### src/rtl/rs_alu_scheduler_pkg.sv
// Shared widths, broadcast/payload types and operand-capture helpers for the
// ALU reservation station.
package rs_alu_scheduler_pkg;

    localparam int DATA_LEN        = 32;
    localparam int ADDR_LEN        = 32;
    localparam int RRF_SEL         = 6;
    localparam int ALU_OP_WIDTH    = 4;
    localparam int SRC_A_SEL_WIDTH = 2;
    localparam int SRC_B_SEL_WIDTH = 2;
    localparam int CTL_W           = ALU_OP_WIDTH + SRC_A_SEL_WIDTH + SRC_B_SEL_WIDTH;
    localparam int RS_ALU_ENT_NUM  = 4;
    localparam int RS_ALU_ENT_SEL  = 2;

    typedef struct packed {
        logic                we;
        logic [RRF_SEL-1:0]  tag;
        logic [DATA_LEN-1:0] data;
    } wb_t;

    typedef struct packed {
        logic [DATA_LEN-1:0] imm;
        logic [ADDR_LEN-1:0] pc;
        logic [CTL_W-1:0]    ctl;
        logic [RRF_SEL-1:0]  rrftag;
    } rs_payload_t;

    function automatic logic tag_hit(input logic we, input logic [RRF_SEL-1:0] wb_tag,
                                     input logic [RRF_SEL-1:0] src_tag);
        return we && (wb_tag == src_tag);
    endfunction

    // Returns {ready, value}; b[0] has the highest priority, b[3] the lowest.
    function automatic logic [DATA_LEN:0] bypass(input logic rdy, input logic [DATA_LEN-1:0] src,
                                                 input wb_t [3:0] b);
        logic [DATA_LEN:0] res;
        res = {rdy, src};
        for (int k = 3; k >= 0; k--) begin
            if (!rdy && tag_hit(b[k].we, b[k].tag, src[RRF_SEL-1:0])) begin
                res = {1'b1, b[k].data};
            end
        end
        return res;
    endfunction

endpackage

### src/rtl/rs_alu_scheduler_entry.sv
// One reservation-station slot: busy/ready state, operand wakeup compare and
// data capture from the live writeback broadcasts.
module rs_alu_scheduler_entry
    import rs_alu_scheduler_pkg::*;
(
    input  logic                clk,
    input  logic                reset,
    input  logic                flush,
    input  logic                we,
    input  logic [DATA_LEN-1:0] wr_src1,
    input  logic                wr_rdy1,
    input  logic [DATA_LEN-1:0] wr_src2,
    input  logic                wr_rdy2,
    input  rs_payload_t         wr_payload,
    input  logic                clear,
    input  wb_t                 wb1,
    input  wb_t                 wb2,
    output logic                busy,
    output logic                ready,
    output logic [DATA_LEN-1:0] src1,
    output logic [DATA_LEN-1:0] src2,
    output rs_payload_t         payload
);

    logic                busy_reg;
    logic                rdy1_reg;
    logic                rdy2_reg;
    logic [DATA_LEN-1:0] src1_reg;
    logic [DATA_LEN-1:0] src2_reg;
    rs_payload_t         payload_reg;

    logic hit1_a, hit1_b, hit2_a, hit2_b;

    assign hit1_a = busy_reg & ~rdy1_reg & tag_hit(wb1.we, wb1.tag, src1_reg[RRF_SEL-1:0]);
    assign hit1_b = busy_reg & ~rdy1_reg & tag_hit(wb2.we, wb2.tag, src1_reg[RRF_SEL-1:0]);
    assign hit2_a = busy_reg & ~rdy2_reg & tag_hit(wb1.we, wb1.tag, src2_reg[RRF_SEL-1:0]);
    assign hit2_b = busy_reg & ~rdy2_reg & tag_hit(wb2.we, wb2.tag, src2_reg[RRF_SEL-1:0]);

    always_ff @(posedge clk) begin
        if (reset) begin
            busy_reg <= 1'b0;
            rdy1_reg <= 1'b0;
            rdy2_reg <= 1'b0;
        end else if (flush) begin
            busy_reg <= 1'b0;
        end else if (we) begin
            busy_reg <= 1'b1;
            rdy1_reg <= wr_rdy1;
            rdy2_reg <= wr_rdy2;
        end else begin
            if (clear) begin
                busy_reg <= 1'b0;
            end
            if (hit1_a | hit1_b) begin
                rdy1_reg <= 1'b1;
            end
            if (hit2_a | hit2_b) begin
                rdy2_reg <= 1'b1;
            end
        end
    end

    // Operand payload carries no reset: it is only observed while busy and ready.
    always_ff @(posedge clk) begin
        if (we) begin
            src1_reg    <= wr_src1;
            src2_reg    <= wr_src2;
            payload_reg <= wr_payload;
        end else begin
            if (hit1_a) begin
                src1_reg <= wb1.data;
            end else if (hit1_b) begin
                src1_reg <= wb2.data;
            end
            if (hit2_a) begin
                src2_reg <= wb1.data;
            end else if (hit2_b) begin
                src2_reg <= wb2.data;
            end
        end
    end

    assign busy    = busy_reg;
    assign ready   = busy_reg & rdy1_reg & rdy2_reg;
    assign src1    = src1_reg;
    assign src2    = src2_reg;
    assign payload = payload_reg;

endmodule

### src/rtl/rs_alu_scheduler.sv
// ALU reservation station: dispatch with writeback bypass, per-entry wakeup,
// lowest-index issue select held stable while the ALU stalls.
module rs_alu_scheduler
    import rs_alu_scheduler_pkg::*;
#(
    parameter int ENT_NUM = RS_ALU_ENT_NUM,
    parameter int ENT_SEL = RS_ALU_ENT_SEL
) (
    input  logic                clk,
    input  logic                reset,
    input  logic                flush,
    input  logic                dp_we,
    input  logic [DATA_LEN-1:0] dp_src1,
    input  logic                dp_rdy1,
    input  logic [DATA_LEN-1:0] dp_src2,
    input  logic                dp_rdy2,
    input  logic [DATA_LEN-1:0] dp_imm,
    input  logic [ADDR_LEN-1:0] dp_pc,
    input  logic [CTL_W-1:0]    dp_ctl,
    input  logic [RRF_SEL-1:0]  dp_rrftag,
    output logic                full,
    input  logic                wb_we1,
    input  logic [RRF_SEL-1:0]  wb_tag1,
    input  logic [DATA_LEN-1:0] wb_data1,
    input  logic                wb_we2,
    input  logic [RRF_SEL-1:0]  wb_tag2,
    input  logic [DATA_LEN-1:0] wb_data2,
    input  logic                iss_ack,
    output logic                iss_valid,
    output logic [DATA_LEN-1:0] iss_src1,
    output logic [DATA_LEN-1:0] iss_src2,
    output logic [DATA_LEN-1:0] iss_imm,
    output logic [ADDR_LEN-1:0] iss_pc,
    output logic [CTL_W-1:0]    iss_ctl,
    output logic [RRF_SEL-1:0]  iss_rrftag
);

    wb_t         wb1_now, wb2_now;
    wb_t         wb1_dly_reg, wb2_dly_reg;
    wb_t [3:0]   bcast;
    rs_payload_t wr_payload;

    logic [DATA_LEN:0] byp1, byp2;

    logic [ENT_NUM-1:0]  ent_busy;
    logic [ENT_NUM-1:0]  ent_ready;
    logic [DATA_LEN-1:0] ent_src1 [ENT_NUM];
    logic [DATA_LEN-1:0] ent_src2 [ENT_NUM];
    rs_payload_t         ent_payload [ENT_NUM];

    logic [ENT_SEL-1:0] free_idx;
    logic [ENT_SEL-1:0] ready_idx;
    logic [ENT_SEL-1:0] sel_idx;
    logic [ENT_SEL-1:0] lock_idx_reg;
    logic               lock_reg;
    logic               dp_write;
    logic               issue_fire;
    rs_payload_t        sel_payload;

    assign wb1_now    = '{we: wb_we1, tag: wb_tag1, data: wb_data1};
    assign wb2_now    = '{we: wb_we2, tag: wb_tag2, data: wb_data2};
    assign bcast      = {wb2_dly_reg, wb1_dly_reg, wb2_now, wb1_now};
    assign wr_payload = '{imm: dp_imm, pc: dp_pc, ctl: dp_ctl, rrftag: dp_rrftag};
    assign byp1       = bypass(dp_rdy1, dp_src1, bcast);
    assign byp2       = bypass(dp_rdy2, dp_src2, bcast);

    // Delayed copies cover a producer that broadcast one cycle before dispatch.
    always_ff @(posedge clk) begin
        if (reset) begin
            wb1_dly_reg.we <= 1'b0;
            wb2_dly_reg.we <= 1'b0;
        end else begin
            wb1_dly_reg <= wb1_now;
            wb2_dly_reg <= wb2_now;
        end
    end

    always_comb begin
        free_idx  = '0;
        ready_idx = '0;
        for (int i = ENT_NUM - 1; i >= 0; i--) begin
            if (!ent_busy[i]) begin
                free_idx = ENT_SEL'(i);
            end
            if (ent_ready[i]) begin
                ready_idx = ENT_SEL'(i);
            end
        end
    end

    assign full       = &ent_busy;
    assign iss_valid  = |ent_ready;
    assign sel_idx    = lock_reg ? lock_idx_reg : ready_idx;
    assign dp_write   = dp_we & ~full & ~flush & ~reset;
    assign issue_fire = iss_valid & iss_ack & ~flush;

    // An offered but unaccepted op stays selected even if a lower entry wakes up.
    always_ff @(posedge clk) begin
        if (reset || flush) begin
            lock_reg <= 1'b0;
        end else begin
            lock_reg     <= iss_valid & ~iss_ack;
            lock_idx_reg <= sel_idx;
        end
    end

    for (genvar gi = 0; gi < ENT_NUM; gi++) begin : g_ent
        rs_alu_scheduler_entry u_entry (
            .clk        (clk),
            .reset      (reset),
            .flush      (flush),
            .we         (dp_write && (free_idx == ENT_SEL'(gi))),
            .wr_src1    (byp1[DATA_LEN-1:0]),
            .wr_rdy1    (byp1[DATA_LEN]),
            .wr_src2    (byp2[DATA_LEN-1:0]),
            .wr_rdy2    (byp2[DATA_LEN]),
            .wr_payload (wr_payload),
            .clear      (issue_fire && (sel_idx == ENT_SEL'(gi))),
            .wb1        (wb1_now),
            .wb2        (wb2_now),
            .busy       (ent_busy[gi]),
            .ready      (ent_ready[gi]),
            .src1       (ent_src1[gi]),
            .src2       (ent_src2[gi]),
            .payload    (ent_payload[gi])
        );
    end

    assign sel_payload = ent_payload[sel_idx];
    assign iss_src1    = ent_src1[sel_idx];
    assign iss_src2    = ent_src2[sel_idx];
    assign iss_imm     = sel_payload.imm;
    assign iss_pc      = sel_payload.pc;
    assign iss_ctl     = sel_payload.ctl;
    assign iss_rrftag  = sel_payload.rrftag;

endmodule

### config.mk
export PLATFORM = sky130hd
export DESIGN_NAME = rs_alu_scheduler
export DESIGN_NICKNAME = d
export VERILOG_FILES = /design/src/rtl/rs_alu_scheduler_pkg.sv /design/src/rtl/rs_alu_scheduler_entry.sv /design/src/rtl/rs_alu_scheduler.sv
export SDC_FILE = /design/constraint.sdc
export NUM_CORES = 1
export LEC_CHECK = 0
export CORE_MARGIN = 5
export CORE_UTILIZATION = 40
export DETAILED_ROUTE_END_ITERATION = 16
export PLACE_DENSITY = 0.6
export SLEW_MARGIN = 40
export SYNTH_ARGS = -nofsm -noshare
export SYNTH_HDL_FRONTEND = slang
export SYNTH_SLANG_ARGS = --single-unit
### constraint.sdc
create_clock -name clk -period 7.45 [get_ports clk]
set_input_delay 1.49 -clock clk [delete_from_list [all_inputs] [get_ports clk]]
set_output_delay 1.49 -clock clk [all_outputs]
set_load 0.02 [all_outputs]
==> metrics.txt <==
Clock Pin Slew Worst Setup and Hold Paths 0.06 ns; routability-driven placement congestion ratio just under 0.9; max reg flops 312; number of buffers added on ports 370; GR peak layer met2; DP Wirelength about 76,000 um; EDFF count, synth approximately 650; HP Class reg2reg; CTS Sinks ~660; xor-xnor portion of the synthesized cell area under 10%; clock tree buffer depth 3; min Tclk post-route between 6 and 7 ns; Core Box Area ~80,000 um^2; GRT met1 Usage between 30% and 40%; Power Internal approximately 0.0066 W; Seq/Total Area, Yosys approximately 60%; Post-Synthesis Cell Area between 30,000 and 40,000 um^2; Buf/Inv on CP 4; die width 298.2 um; full die area roughly 90,000 um^2; Pwr Total approximately 0.0086 W; Top delay family on crit path buffers and inverters; switch share between 20% and 30%; CP Launch Type register; Synth Area in Compound Gates between 10% and 20%; largest net degree at the start of global routing 149; Unique masters post-synth 65; htree depth 3; unrepaired setup endpoints after global routing false; vias in the first global route between 20,000 and 30,000; arrival time worst endpoint about 4.6 ns; Tcrit/Tclk final 81.79%; cell area after layout around 40,000 um^2; outcome finished, final reports clean; top-area cell type share of the netlist area slightly below 60%; Root Driver clkbuf_16; Yosys reg bits around 660; CP max FO 121; via count 27,290; ys async rst share 0%; Post-synth top flop edfxtp_1; combinational share of power between 8 and 9%; Ports roughly 370; initial antenna violation count 6; Total GRT Usage between 20% and 30%; fin nets between 3,000 and 4,000; Worst slew margin between 30% and 40%; post-placement cell area approximately 38,000 um^2; Core Rows between 100 and 150; cell mode on critical path and3_1; Die Y 298.2 um; clk_lat worst skew between 0.6 and 0.7 ns; setup bufs post-CTS 0; hold_buf cts 0; WP data required 5.96 ns; GRT overflow 0; CTS tree built; synthesized instance count between 3,000 and 4,000; area grow syn2layout 21.64%; Inserted Clock Buffers 76; max cap viols 0; Worst path slowest cell clkdlybuf4s50_1; met2 Use GR between 40% and 50%; clk_skew 0.02441 ns; Setup TNS 0 ns; Final ANT Viol Nets 0; Simple-Gate Fraction of Synth Area roughly 14%; Psw 0.001990 W; slowest stage delay, CP roughly 0.67 ns; Final Hold Fails 0; Finished Core Util 49.15%; drt drc 0; power density over the cells 212.2 nW/um^2; first-pass GRT wire length about 170,000 um; critical path start-end classification reg2out; Post-CTS Resized 0; Pre-Repair DR Iteration Count 6; Mapped Nets approximately 3,300; Setup crit end kind output port; clock share of power 42.6%; area leader, netlist edfxtp_1; Initial Util 40.41%; Slew Limit Fails 0; met3 Use GR between 7 and 8%; post-DR vias/cell slightly above 6; aggregate routed wire length 119,700 um; mux contribution to synthesized area around 4.3%; final setup violation count 0; Wirelength per Cell 27.03 um; post-synthesis area per instance 10.80 um^2; share of post-route cells with drive strength above 1 9.413%; FMAX roughly 160 MHz; sequential share of power roughly half; worst-margin pin slew about 0.91 ns; dominant cells by area after synthesis edfxtp_1 (58%), nand2_1 (6.9%), a21oi_1 (4.0%); Synth Warn # 0; 1st-iter DRT viols 2,970; Max IR drop VDD between 0.00015 and 0.0002 V; Post-Synth Adder-Cell Area 0%; largest family of logic cells by synthesized area compound AO/OA/AOI/OAI gates; crit-path cells and3_1, o21ai_0, a22oi_2, buf_12, buf_16, buf_6, nand2_1, and3_1, a31oi_1, clkdlybuf4s50_1; Leakage roughly 14 nW
[path summary, 6_finish.rpt]
kind / end / from / depth (start not counted) / slack (ns)
worst max register to register: g_ent[2].u_entry.src1[18] / g_ent[0].u_entry.busy / 9 / 4.02
worst min register to register: g_ent[3].u_entry.busy / g_ent[3].u_entry.busy / 2 / 0.55
worst max-delay path: iss_imm[23] / g_ent[2].u_entry.busy / 10 / 1.36
worst min-delay path: g_ent[3].u_entry.busy / g_ent[3].u_entry.busy / 2 / 0.55
[metrics by stage]
stage                     std cells  hold slack [ns]  setup slack [ns]
after floorplan                3077           0.4893             1.944
after global placement         4277           0.5139             1.872
after detailed placement       4288           0.5287             1.790
after CTS                      4426           0.5387             1.127
after global routing           4428           0.5799             1.113
final                          4430           0.5486             1.357
[worst reg2reg max path: stages (launching register included)]
cell and delay (ns):
dfxtp_1 0.54, nand3_1 0.13, or3_1 0.60, inv_6 0.31, buf_6 0.60, a21boi_4 0.35
buf_8 0.21, buf_8 0.16, o22ai_1 0.19, a21oi_1 0.08
[cell type report]
class,instances,area [um^2]
clock buffer,95,1994
multi-input combinational,2087,12340
inverter,33,162.7
tap,1070,1339
sequential,661,19700
clock inverter,43,422.9
fill,7256,41820
timing repair buffer,438,4456
antenna,3,7.507
[cells in the mapped netlist, types with 14 or more instances]
cell type / count
xor2_1: 68
clkbuf_1: 209
dfxtp_1: 15
o221a_2: 14
a21oi_1: 265
a311oi_1: 16
nand3_1: 58
a31oi_1: 169
edfxtp_1: 646
nand4_1: 16
nor3_1: 50
buf_2: 51
o22ai_1: 180
nand2_1: 609
xnor2_1: 74
inv_1: 27
mux2_2: 74
buf_1: 26
nor2_1: 85
o211a_1: 21
mux2i_1: 60
and3_1: 146
o21ai_0: 63
[power groups by stage]
| stage | Sequential (W) | Combinational (W) | Clock, W |
|---|---|---|---|
| 4_1_cts | 0.00419 | 0.000715 | 0.00371 |
| 3_3_place_gp | 0.00427 | 0.000693 | 0 |
| 5_1_grt | 0.00420 | 0.000772 | 0.00387 |
| 3_5_place_dp | 0.00427 | 0.000712 | 0 |
| 6_report | 0.00419 | 0.000731 | 0.00365 |
| 2_1_floorplan | 0.00426 | 0.000366 | 0 |
[placed cells by master, fill, tap and decap left out, types with 7 or more instances in the layout]
master           instances
nand3_1                 58
inv_1                   24
nand2_1                607
buf_4                   45
mux2_2                  74
clkinv_2                15
and3_1                 146
edfxtp_1               646
clkdlybuf4s50_1        368
clkbuf_1                18
a311oi_2                 7
a21oi_1                264
dfxtp_1                 15
o22ai_1                180
inv_6                    7
nor2_1                  83
nor3_1                  50
mux2i_1                 60
o21ai_0                 62
o221a_2                 14
nor2b_1                  7
a31oi_1                169
nand4_1                 16
buf_12                   7
xor2_1                  68
clkinv_1                16
a311oi_1                 9
a221oi_2                10
nor4_1                   9
clkbuf_16               77
o211a_1                 21
a211oi_1                10
a21o_1                   9
xnor2_1                 74
[per-layer routing]
metal / wire [um] / up-vias
met1: 46940 / 13240
met4: 4792 / 4
met5: 24 / -
met2: 55170 / 1782
li1: - / 11910
met3: 12820 / 347
[kinds of logic after synthesis]
kind of cell / Yosys count
simple gates: 1019
mux: 134
xor+xnor: 142
flops: 661
compound gates: 792
buf+inv: 329
Note: power is estimated with default switching activity, not from simulation.
